<file path="config.mk">
export PLATFORM = sky130hd
export DESIGN_NAME = mda_video_serializer
export DESIGN_NICKNAME = d
export VERILOG_FILES = /design/src/rtl/mda_video_pkg.sv /design/src/rtl/mda_attr_decode.sv /design/src/rtl/mda_video_serializer.sv
export SDC_FILE = /design/constraint.sdc
export NUM_CORES = 1
export LEC_CHECK = 0
export ABC_CLOCK_PERIOD_IN_PS = 2150
export CORE_MARGIN = 2
export CORE_UTILIZATION = 25
export CTS_BUF_LIST = sky130_fd_sc_hd__clkbuf_16
export CTS_CLUSTER_DIAMETER = 50
export CTS_CLUSTER_SIZE = 20
export DETAILED_ROUTE_END_ITERATION = 12
export DONT_BUFFER_PORTS = 1
export SLEW_MARGIN = 0
export SYNTH_ARGS = -nofsm -noshare
export SYNTH_HDL_FRONTEND = slang
export SYNTH_SLANG_ARGS = --single-unit
</file>
<file path="constraint.sdc">
create_clock -name CLK -period 2.15 [get_ports CLK]
set_input_delay 0.215 -clock CLK [delete_from_list [all_inputs] [get_ports CLK]]
set_output_delay 0.215 -clock CLK [all_outputs]
set_load 0.01 [all_outputs]
</file>
<file path="src/rtl/mda_video_pkg.sv">
// mda_video_pkg
//   Shared constants and types for the MDA dot-clock serializer.
//   - Default geometry (dots per character, underline scan row)
//   - MDA attribute byte encodings and bit positions
//   - Stage-A capture record for the CRTC outputs
//   - Helper that identifies the line-drawing character range
package mda_video_pkg;

  localparam int         DEF_DOTS_PER_CHAR = 9;
  localparam logic [4:0] DEF_UNDERLINE_ROW = 5'd12;

  // Attribute byte layout: [7] blink/bg-intensity, [6:4] background,
  // [3] foreground intensity, [2:0] foreground.
  localparam logic [7:0] ATTR_FG_BG_MASK = 8'h77;
  localparam logic [7:0] ATTR_BLANK      = 8'h00;
  localparam logic [7:0] ATTR_REVERSE    = 8'h70;
  localparam logic [7:0] ATTR_UL_MASK    = 8'h07;
  localparam logic [7:0] ATTR_UL_VALUE   = 8'h01;
  localparam int         ATTR_INTENS_BIT = 3;
  localparam int         ATTR_BLINK_BIT  = 7;

  // Phase numbers at which each pipeline step takes place.
  localparam logic [3:0] PH_CAPTURE  = 4'd0;
  localparam logic [3:0] PH_VRAM     = 4'd2;
  localparam logic [3:0] PH_FONT     = 4'd4;
  localparam logic [3:0] PH_CCLK_LOW = 4'd5;

  typedef struct packed {
    logic [4:0] ra;
    logic       de;
    logic       cursor;
    logic       hsync;
    logic       vsync;
  } stage_a_t;

  // Box/line-drawing characters extend into the ninth column.
  function automatic logic is_line_char(input logic [7:0] ch);
    return (ch >= 8'hC0) && (ch <= 8'hDF);
  endfunction

endpackage

</file>
<file path="src/rtl/mda_attr_decode.sv">
// mda_attr_decode
//   Combinational MDA attribute resolver for one character cell.
//   Ports:
//     char_code   character code (selects ninth-column behaviour)
//     attr        attribute byte
//     glyph       font row, MSB = leftmost pixel
//     ra          CRTC row address of this cell
//     de          display enable of this cell
//     cursor_vis  cursor present and in its visible blink phase
//     blink_phase slow blink phase (text blink)
//     blink_en    attr[7] acts as blink when set
//     pattern     9-bit pixel pattern, MSB shifted out first
//     intens      intensity for the whole cell
module mda_attr_decode
  import mda_video_pkg::*;
#(
  parameter int         DOTS_PER_CHAR = DEF_DOTS_PER_CHAR,
  parameter logic [4:0] UNDERLINE_ROW = DEF_UNDERLINE_ROW
) (
  input  logic [7:0] char_code,
  input  logic [7:0] attr,
  input  logic [7:0] glyph,
  input  logic [4:0] ra,
  input  logic       de,
  input  logic       cursor_vis,
  input  logic       blink_phase,
  input  logic       blink_en,
  output logic [8:0] pattern,
  output logic       intens
);

  logic       ninth;
  logic [8:0] glyph9;
  logic [7:0] attr_fg_bg;

  // In 8-dot mode the ninth bit is never shifted out, but keep it 0 anyway.
  assign ninth      = (DOTS_PER_CHAR == 9) && is_line_char(char_code) ? glyph[0] : 1'b0;
  assign glyph9     = {glyph, ninth};
  assign attr_fg_bg = attr & ATTR_FG_BG_MASK;

  always_comb begin
    pattern = glyph9;
    intens  = attr[ATTR_INTENS_BIT];
    if (!de) begin
      pattern = '0;
      intens  = 1'b0;
    end else if (cursor_vis) begin
      pattern = '1;
    end else if (attr_fg_bg == ATTR_BLANK) begin
      pattern = '0;
    end else if (attr_fg_bg == ATTR_REVERSE) begin
      // Reverse video ignores the intensity bit.
      pattern = ~glyph9;
      intens  = 1'b0;
    end else if (blink_en && attr[ATTR_BLINK_BIT] && blink_phase) begin
      pattern = '0;
    end else if (((attr & ATTR_UL_MASK) == ATTR_UL_VALUE) && (ra == UNDERLINE_ROW)) begin
      pattern = '1;
    end
  end

endmodule

</file>
<file path="src/rtl/mda_video_serializer.sv">
// mda_video_serializer
//   Dot-clock stage behind the MC6845: generates CCLK, captures the CRTC
//   outputs once per character, fetches char/attr and the glyph row, and
//   shifts out one pixel per CLK with intensity and one-character-delayed
//   syncs.
//   Ports:
//     CLK, RSTn                dot clock, async active-low reset
//     CCLK                     character clock to the CRTC
//     MA, RA, DE, CURSOR,
//     HSYNC, VSYNC             CRTC outputs, sampled at phase 0
//     BLINK_EN                 attr[7] selects blink when set
//     VRAM_ADDR, VRAM_DATA     VRAM word port, one-cycle read latency
//     FONT_ADDR, FONT_DATA     font ROM port, one-cycle read latency
//     VIDEO, INTENS,
//     HSYNC_O, VSYNC_O         pixel stream to the monitor interface
//
//   Pipeline per character (edges counted from the capture edge E):
//     E    capture CRTC into stage A, issue VRAM_ADDR, load shifter from C
//     E+2  take char/attr (stage B), issue FONT_ADDR
//     E+4  take glyph, resolve attribute into stage C
//     E+N  stage C reaches the shifter (N = DOTS_PER_CHAR)
module mda_video_serializer
  import mda_video_pkg::*;
#(
  parameter int         DOTS_PER_CHAR = DEF_DOTS_PER_CHAR,
  parameter logic [4:0] UNDERLINE_ROW = DEF_UNDERLINE_ROW
) (
  input  logic        CLK,
  input  logic        RSTn,
  output logic        CCLK,
  input  logic [13:0] MA,
  input  logic [4:0]  RA,
  input  logic        DE,
  input  logic        CURSOR,
  input  logic        HSYNC,
  input  logic        VSYNC,
  input  logic        BLINK_EN,
  output logic [10:0] VRAM_ADDR,
  input  logic [15:0] VRAM_DATA,
  output logic [11:0] FONT_ADDR,
  input  logic [7:0]  FONT_DATA,
  output logic        VIDEO,
  output logic        INTENS,
  output logic        HSYNC_O,
  output logic        VSYNC_O
);

  localparam logic [3:0] PH_LAST = 4'(DOTS_PER_CHAR - 1);

  logic [3:0] phase;
  logic [3:0] phase_next;
  logic [4:0] frame_cnt;

  stage_a_t   stg_a;
  logic [7:0] char_b;
  logic [7:0] attr_b;
  logic [8:0] pat_c;
  logic       intens_c;
  logic       hsync_c;
  logic       vsync_c;
  logic [8:0] shifter;

  logic [8:0] dec_pattern;
  logic       dec_intens;

  // The VRAM window is 2K words; the upper MA bits are not decoded here.
  logic unused_ma_hi;
  assign unused_ma_hi = ^MA[13:11];

  assign phase_next = (phase == PH_LAST) ? PH_CAPTURE : phase + 4'd1;

  // Phase counter and CCLK. CCLK is registered from the next phase so it
  // is high exactly while phase is 0..4.
  always_ff @(posedge CLK or negedge RSTn) begin
    if (!RSTn) begin
      phase <= PH_CAPTURE;
      CCLK  <= 1'b1;
    end else begin
      phase <= phase_next;
      CCLK  <= (phase_next < PH_CCLK_LOW);
    end
  end

  // Stage A capture, VRAM address and frame counter.
  always_ff @(posedge CLK or negedge RSTn) begin
    if (!RSTn) begin
      stg_a     <= '0;
      VRAM_ADDR <= '0;
      frame_cnt <= '0;
    end else if (phase == PH_CAPTURE) begin
      stg_a.ra     <= RA;
      stg_a.de     <= DE;
      stg_a.cursor <= CURSOR;
      stg_a.hsync  <= HSYNC;
      stg_a.vsync  <= VSYNC;
      VRAM_ADDR    <= MA[10:0];
      // Counts even in blanked characters; DE plays no part here.
      if (VSYNC && !stg_a.vsync) begin
        frame_cnt <= frame_cnt + 5'd1;
      end
    end
  end

  // Stage B: character/attribute word and font address.
  always_ff @(posedge CLK or negedge RSTn) begin
    if (!RSTn) begin
      char_b    <= '0;
      attr_b    <= '0;
      FONT_ADDR <= '0;
    end else if (phase == PH_VRAM) begin
      char_b    <= VRAM_DATA[7:0];
      attr_b    <= VRAM_DATA[15:8];
      FONT_ADDR <= {VRAM_DATA[7:0], stg_a.ra[3:0]};
    end
  end

  mda_attr_decode #(
    .DOTS_PER_CHAR (DOTS_PER_CHAR),
    .UNDERLINE_ROW (UNDERLINE_ROW)
  ) u_attr_decode (
    .char_code   (char_b),
    .attr        (attr_b),
    .glyph       (FONT_DATA),
    .ra          (stg_a.ra),
    .de          (stg_a.de),
    .cursor_vis  (stg_a.cursor & frame_cnt[3]),
    .blink_phase (frame_cnt[4]),
    .blink_en    (BLINK_EN),
    .pattern     (dec_pattern),
    .intens      (dec_intens)
  );

  // Stage C: resolved pattern plus the syncs that travel with it.
  always_ff @(posedge CLK or negedge RSTn) begin
    if (!RSTn) begin
      pat_c    <= '0;
      intens_c <= 1'b0;
      hsync_c  <= 1'b0;
      vsync_c  <= 1'b0;
    end else if (phase == PH_FONT) begin
      pat_c    <= dec_pattern;
      intens_c <= dec_intens;
      hsync_c  <= stg_a.hsync;
      vsync_c  <= stg_a.vsync;
    end
  end

  // Output stage: shifter and per-character outputs all switch on the
  // capture edge, which keeps the syncs exactly one character behind.
  always_ff @(posedge CLK or negedge RSTn) begin
    if (!RSTn) begin
      shifter <= '0;
      INTENS  <= 1'b0;
      HSYNC_O <= 1'b0;
      VSYNC_O <= 1'b0;
    end else if (phase == PH_CAPTURE) begin
      shifter <= pat_c;
      INTENS  <= intens_c;
      HSYNC_O <= hsync_c;
      VSYNC_O <= vsync_c;
    end else begin
      shifter <= {shifter[7:0], 1'b0};
    end
  end

  assign VIDEO = shifter[8];

endmodule

</file>
==> results.yml, run 1 <==
run_status:
  status: "completed"
detailed_routing:
  first_pass_iters: 4
  via_per_inst: 4.67
  route.met3.wl_um: 739
  top_layer_used: "met4"
  routedWlPerCell_um: 16.3
  route.met2.wl_um: 2830
  vias: 1752
  drtIter0Drc: 77
  drc: 0
  totalWireLength_um: 6100
  wl_met1_um: 2460
  ant_nets: 0
die:
  start_util: 0.254
  fp.coreArea_um2: 11900
  rows: 40
  die_h_um: 114
  ios: 78
  fp.dieW_um: 114
  die_area_um2: 12900
layout:
  final_common_cell: "dfrtp_1"
  design_area_um2: 3530
  area_delta_synth_final_pct: 17.5
  layout_common_cells: "dfrtp_1, mux2_2, a21oi_1"
  antenna_cells: 0
  postLayoutCoreUtil: 0.298
  final_cells: 375
  nNetsFinal: 277
  drive_gt1_frac: 0.355
power_and_ir_drop:
  fin_total_pwr_mw: 3.11
  ir_drop_v: 0.000439
  p_leak_nw: 1.47
  power_density_nw_per_um2: 879
sta:
  fin_ws_ps: 283
  hold_viol_final: 0
  timing.final.crit_share: 0.868
  setup_viol: 0
  slew_headroom: 0.571
  rsz0062_at_grt: "no"
  tightest_slew_ps: 641
  drv_slew: 0
  tns_ps: 0
  max_freq_mhz: 536
  finClkSkew_ps: 5.49
  period_needed_ps: 1870
  whs_ps: 25.7
setup_path:
  crit_arrival_ps: 2120
  start_kind: "register"
  crit_fanout: 9
  worstPathRequired_ps: 2400
  crit_type: "register to register"
  crit_path_end_kind: "register"
logic_synthesis:
  seq_area_frac_synth: 0.616
  synth.distinct_cells: 35
  synth_seq_cells: 74
  yosys.area.top_type_share: 0.607
  syn_avg_cell_area_um2: 14.2
  syn-cell-area_um2: 3010
  ys.warnings.count: 0
  synthCells: 212
  syn_nets: 266
  synth.largest_area_cell: "dfrtp_1"
  synth_area_leaders: "dfrtp_1, mux2_2, o221ai_1, a21oi_1, ha_1"
clock_tree:
  htree_levels: 3
  cts_tree: "built"
  cts_max_path_buffers: 2
  cts_sinks: 74
  cts_resized: 0
  clkTransAtPathRegs_ps: 60
  hold_buffers: 2
  clock_latency_ps: 340
  numCtsBuffers: 9
  clockRootBuffer: "clkbuf_16"
  postCtsSetupBuffers: 0
job:
  cap_violations: 0
global_routing:
  grt_pass1_vias: 1919
  grt_pass1_wl_um: 10000
  antenna_found_initial: 1
  grt_max_degree: 75
  globalRouteTotalUtil: 0.105
  overflow: 0
placement:
  place_area_um2: 3210
  dpl.hpwl_um: 4210
  gp_congestion: 0.676
  dp_slack_ps: 295
  port_buffers: 0
  dpl.cell_count: 357
hold_path:
  hold_class: "input pin to register"
layout make-up:
cell class	instances	area, µm²
well taps	147	184
clock buffers	9	225
inverters	4	15.0
repair buffers	8	82.6
fillers	1201	8330
clock inverters	7	61.3
flip-flops and latches	74	1850
multi-input cells	126	1110
worst max-delay path, stage by stage (launching register included):
cell and delay (ps):
dfrtp_1 410, inv_1 90, ha_1 240, nand3b_1 140
buf_4 180, nor2_1 510, a21oi_1 120, o221ai_2 90
sequential cells by signal, indices dropped and copies added (netlist names), 4 cells and up:
signal     flops
attr_b         8
pat_c          9
VRAM_ADDR     11
stg_a          9
frame_cnt      5
shifter        9
phase          4
FONT_ADDR     12
final timing paths:
path / start / end / slack (ps) / cells after the start
max: phase[0] / pat_c[0] / 280 / 7
min: MA[2] / VRAM_ADDR[2] / 30 / 1
max reg2reg: phase[0] / pat_c[0] / 280 / 7
min reg2reg: stg_a[1] / hsync_c / 470 / 2
max in group asynchronous: RSTn / CCLK / 1410 / 2
min in group asynchronous: RSTn / HSYNC_O / 440 / 2
Yosys cell counts, drive strengths merged:
library cell,count
a211oi,1
a21o,1
nand3,7
nand4,2
a2111oi,1
a21oi,10
xnor2,3
a31oi,1
nand4b,1
dfrtp,73
nor3b,2
nor4,2
nand2b,2
clkbuf,3
or4b,1
nand2,8
ha,4
buf,5
or3,1
and4b,1
mux2,53
xor2,1
dfstp,1
o221ai,9
and2,1
o21ai,2
nor2,10
nand3b,1
and3b,1
inv,4
where the power goes:
group	switching, mW	total (mW)	internal [mW]
registers	0.0645	1.53	1.47
clock network	0.567	1.45	0.883
logic	0.0577	0.123	0.0654
total	0.690	3.11	2.42
logic make-up after synthesis:
group / after synthesis / synth area share
flops: 74 / 0.616
mux: 53 / 0.198
simple gates: 40 / 0.0815
compound gates: 25 / 0.0582
buf+inv: 12 / 0.0175
xor+xnor: 4 / 0.0116
fa+ha+maj: 4 / 0.0166
per-layer routing:
layer,track usage,up-vias
met3,0.0675,8
met5,0,-
li1,-,791
met4,0.0382,0
met2,0.156,73
met1,0.122,880
(Power assumes the default switching activity.)
==> run 2, diff against run 1 <==
Settings changed: CAP_MARGIN set to 20, SYNTH_HIERARCHICAL set to 1.
==> run 2 against run 1 <==
Sequential cell count unchanged. Sequential power about the same. Total power down 1.7%. Critical endpoint unchanged.
==> results.yml, run 2 <==
clock_tree:
  cts_max_path_buffers: 2
  hold_buffers: 2
  clockRootBuffer: "clkbuf_16"
  cts_resized: 0
  htree_levels: 3
  cts_tree: "built"
  numCtsBuffers: 9
  clock_latency_ps: 340
  cts_sinks: 74
  postCtsSetupBuffers: 0
  clkTransAtPathRegs_ps: 70
logic_synthesis:
  syn_nets: 273
  synthAdderAreaFrac: 0.0157
  synthMuxAreaShare: 0.226
  synth-compound-area-share: 0.0624
  syn_avg_cell_area_um2: 14.6
  ys.flop_type: "dfrtp_1"
  synth-xor-area-share: 0.0110
  synth.distinct_cells: 36
  synth_seq_cells: 74
  yosys.area_share.simple: 0.0770
  yosys-top-cells-count: "dfrtp_1, mux2_2, nor2_1, o21a_1, o31a_1"
  yosys.area.top_type_share: 0.573
  synth.largest_area_cell: "dfrtp_1"
  synth_most_common_cell: "dfrtp_1"
  synth_area_leaders: "dfrtp_1, mux2_2, o31a_1, o21a_1, buf_6"
  async_reset_ff_frac: 1.00
  synthCells: 219
  ys.warnings.count: 6
  synth_top_family_by_area: "multiplexers"
  seq_area_frac_synth: 0.581
  syn-cell-area_um2: 3190
  synth-edff-count: 0
setup_path:
  rr_endpoint: "pat_c[0]"
  crit_path_end_kind: "register"
  reg2reg_from: "attr_b[0]"
  ff2ff_path_depth: 6
  crit_type: "register to register"
  start_kind: "register"
  worstPathRequired_ps: 2380
  crit_path_start: "attr_b[0]"
  endpoint: "pat_c[0]"
  crit_fanout: 9
  crit_arrival_ps: 2160
  reg2reg_slack_ps: 220
detailed_routing:
  totalWireLength_um: 6270
  via_per_inst: 4.30
  ant_nets: 0
  drtIter0Drc: 66
  first_pass_iters: 4
  routedWlPerCell_um: 15.2
  drc: 0
  vias: 1774
sta:
  rsz0062_at_grt: "no"
  finClkSkew_ps: 7.65
  whs_ps: 19.6
  tns_ps: 0
  fin_ws_ps: 222
  max_freq_mhz: 519
  setup_viol: 0
  hold_viol_final: 0
  tightest_slew_ps: 528
  timing.final.crit_share: 0.897
  period_needed_ps: 1930
  drv_slew: 0
  slew_headroom: 0.648
placement:
  dpl.hpwl_um: 4120
  place_area_um2: 3390
  dpl.cell_count: 391
  port_buffers: 0
  gp_congestion: 0.730
  dp_slack_ps: 209
power_and_ir_drop:
  power_density_nw_per_um2: 819
  p_leak_nw: 1.58
  fin_total_pwr_mw: 3.05
  ir_drop_v: 0.000275
global_routing:
  globalRouteTotalUtil: 0.100
  grt_pass1_vias: 1926
  grt_max_degree: 75
  grt_pass1_wl_um: 9940
  antenna_found_initial: 0
  overflow: 0
die:
  rows: 41
  start_util: 0.255
  fp.coreArea_um2: 12500
  ios: 78
  die_area_um2: 13700
  die_h_um: 117
  fp.dieW_um: 117
run_status:
  status: "completed"
layout:
  area_delta_synth_final_pct: 17.0
  nNetsFinal: 289
  postLayoutCoreUtil: 0.298
  drive_gt1_frac: 0.392
  design_area_um2: 3730
  top_regs: "FONT_ADDR (12), VRAM_ADDR (11)"
  final_common_cell: "dfrtp_1"
  layout_common_cells: "dfrtp_1, mux2_2, nor2_1"
  top_register: "FONT_ADDR"
  final_cells: 413
  largest_reg_flops: 12
hold_path:
  hold_class: "input pin to register"
  hold_depth: 1
job:
  cap_violations: 0
[run 2: worst min-delay path by stage]
stage	from	end	slack, ps
after floorplan	RSTn	FONT_ADDR[0]	-80
after global placement	RSTn	pat_c[7]	-80
after detailed placement	RSTn	shifter[6]	-80
after CTS	CURSOR	stg_a[2]	4
after global routing	VRAM_DATA[14]	attr_b[6]	1
final	VRAM_DATA[15]	attr_b[7]	20
[run 2: final cells by class]
cell class	count	area [µm²]
clock inverters	7	47.5
multi-input cells	134	1250
diodes	1	2.50
fillers	1293	8790
inverters	3	11.3
well taps	172	215
repair buffers	13	125
flip-flops and latches	74	1850
clock buffers	9	225
[run 2: layer usage]
| layer | up-vias | wire length, µm | GRT usage |
|---|---|---|---|
| li1 | 821 | - | - |
| met1 | 896 | 2650 | 0.111 |
| met2 | 48 | 2990 | 0.158 |
| met3 | 9 | 514 | 0.0536 |
| met4 | 0 | 113 | 0.0494 |
| met5 | - | 0 | 0 |
[run 2: power by group]
| part | switching [mW] | internal [mW] | total [mW] |
|---|---|---|---|
| Clock | 0.597 | 0.780 | 1.38 |
| Sequential | 0.0613 | 1.47 | 1.53 |
| Combinational | 0.0634 | 0.0847 | 0.148 |
| Total | 0.722 | 2.33 | 3.05 |
[run 2: logic make-up after synthesis]
family,Yosys count
and+or+nand+nor,38
muxes,64
xor gates and xnor gates,4
DFF,74
adders and majority gates,4
AOI/OAI and AO/OA,24
buffers and inverters,11
[run 2: worst max-delay path: stages (launching register included)]
cell	delay, ps
dfrtp_1	380
nor3_1	210
buf_4	160
a41oi_2	300
o21a_1	210
o31a_2	310
mux2_2	250
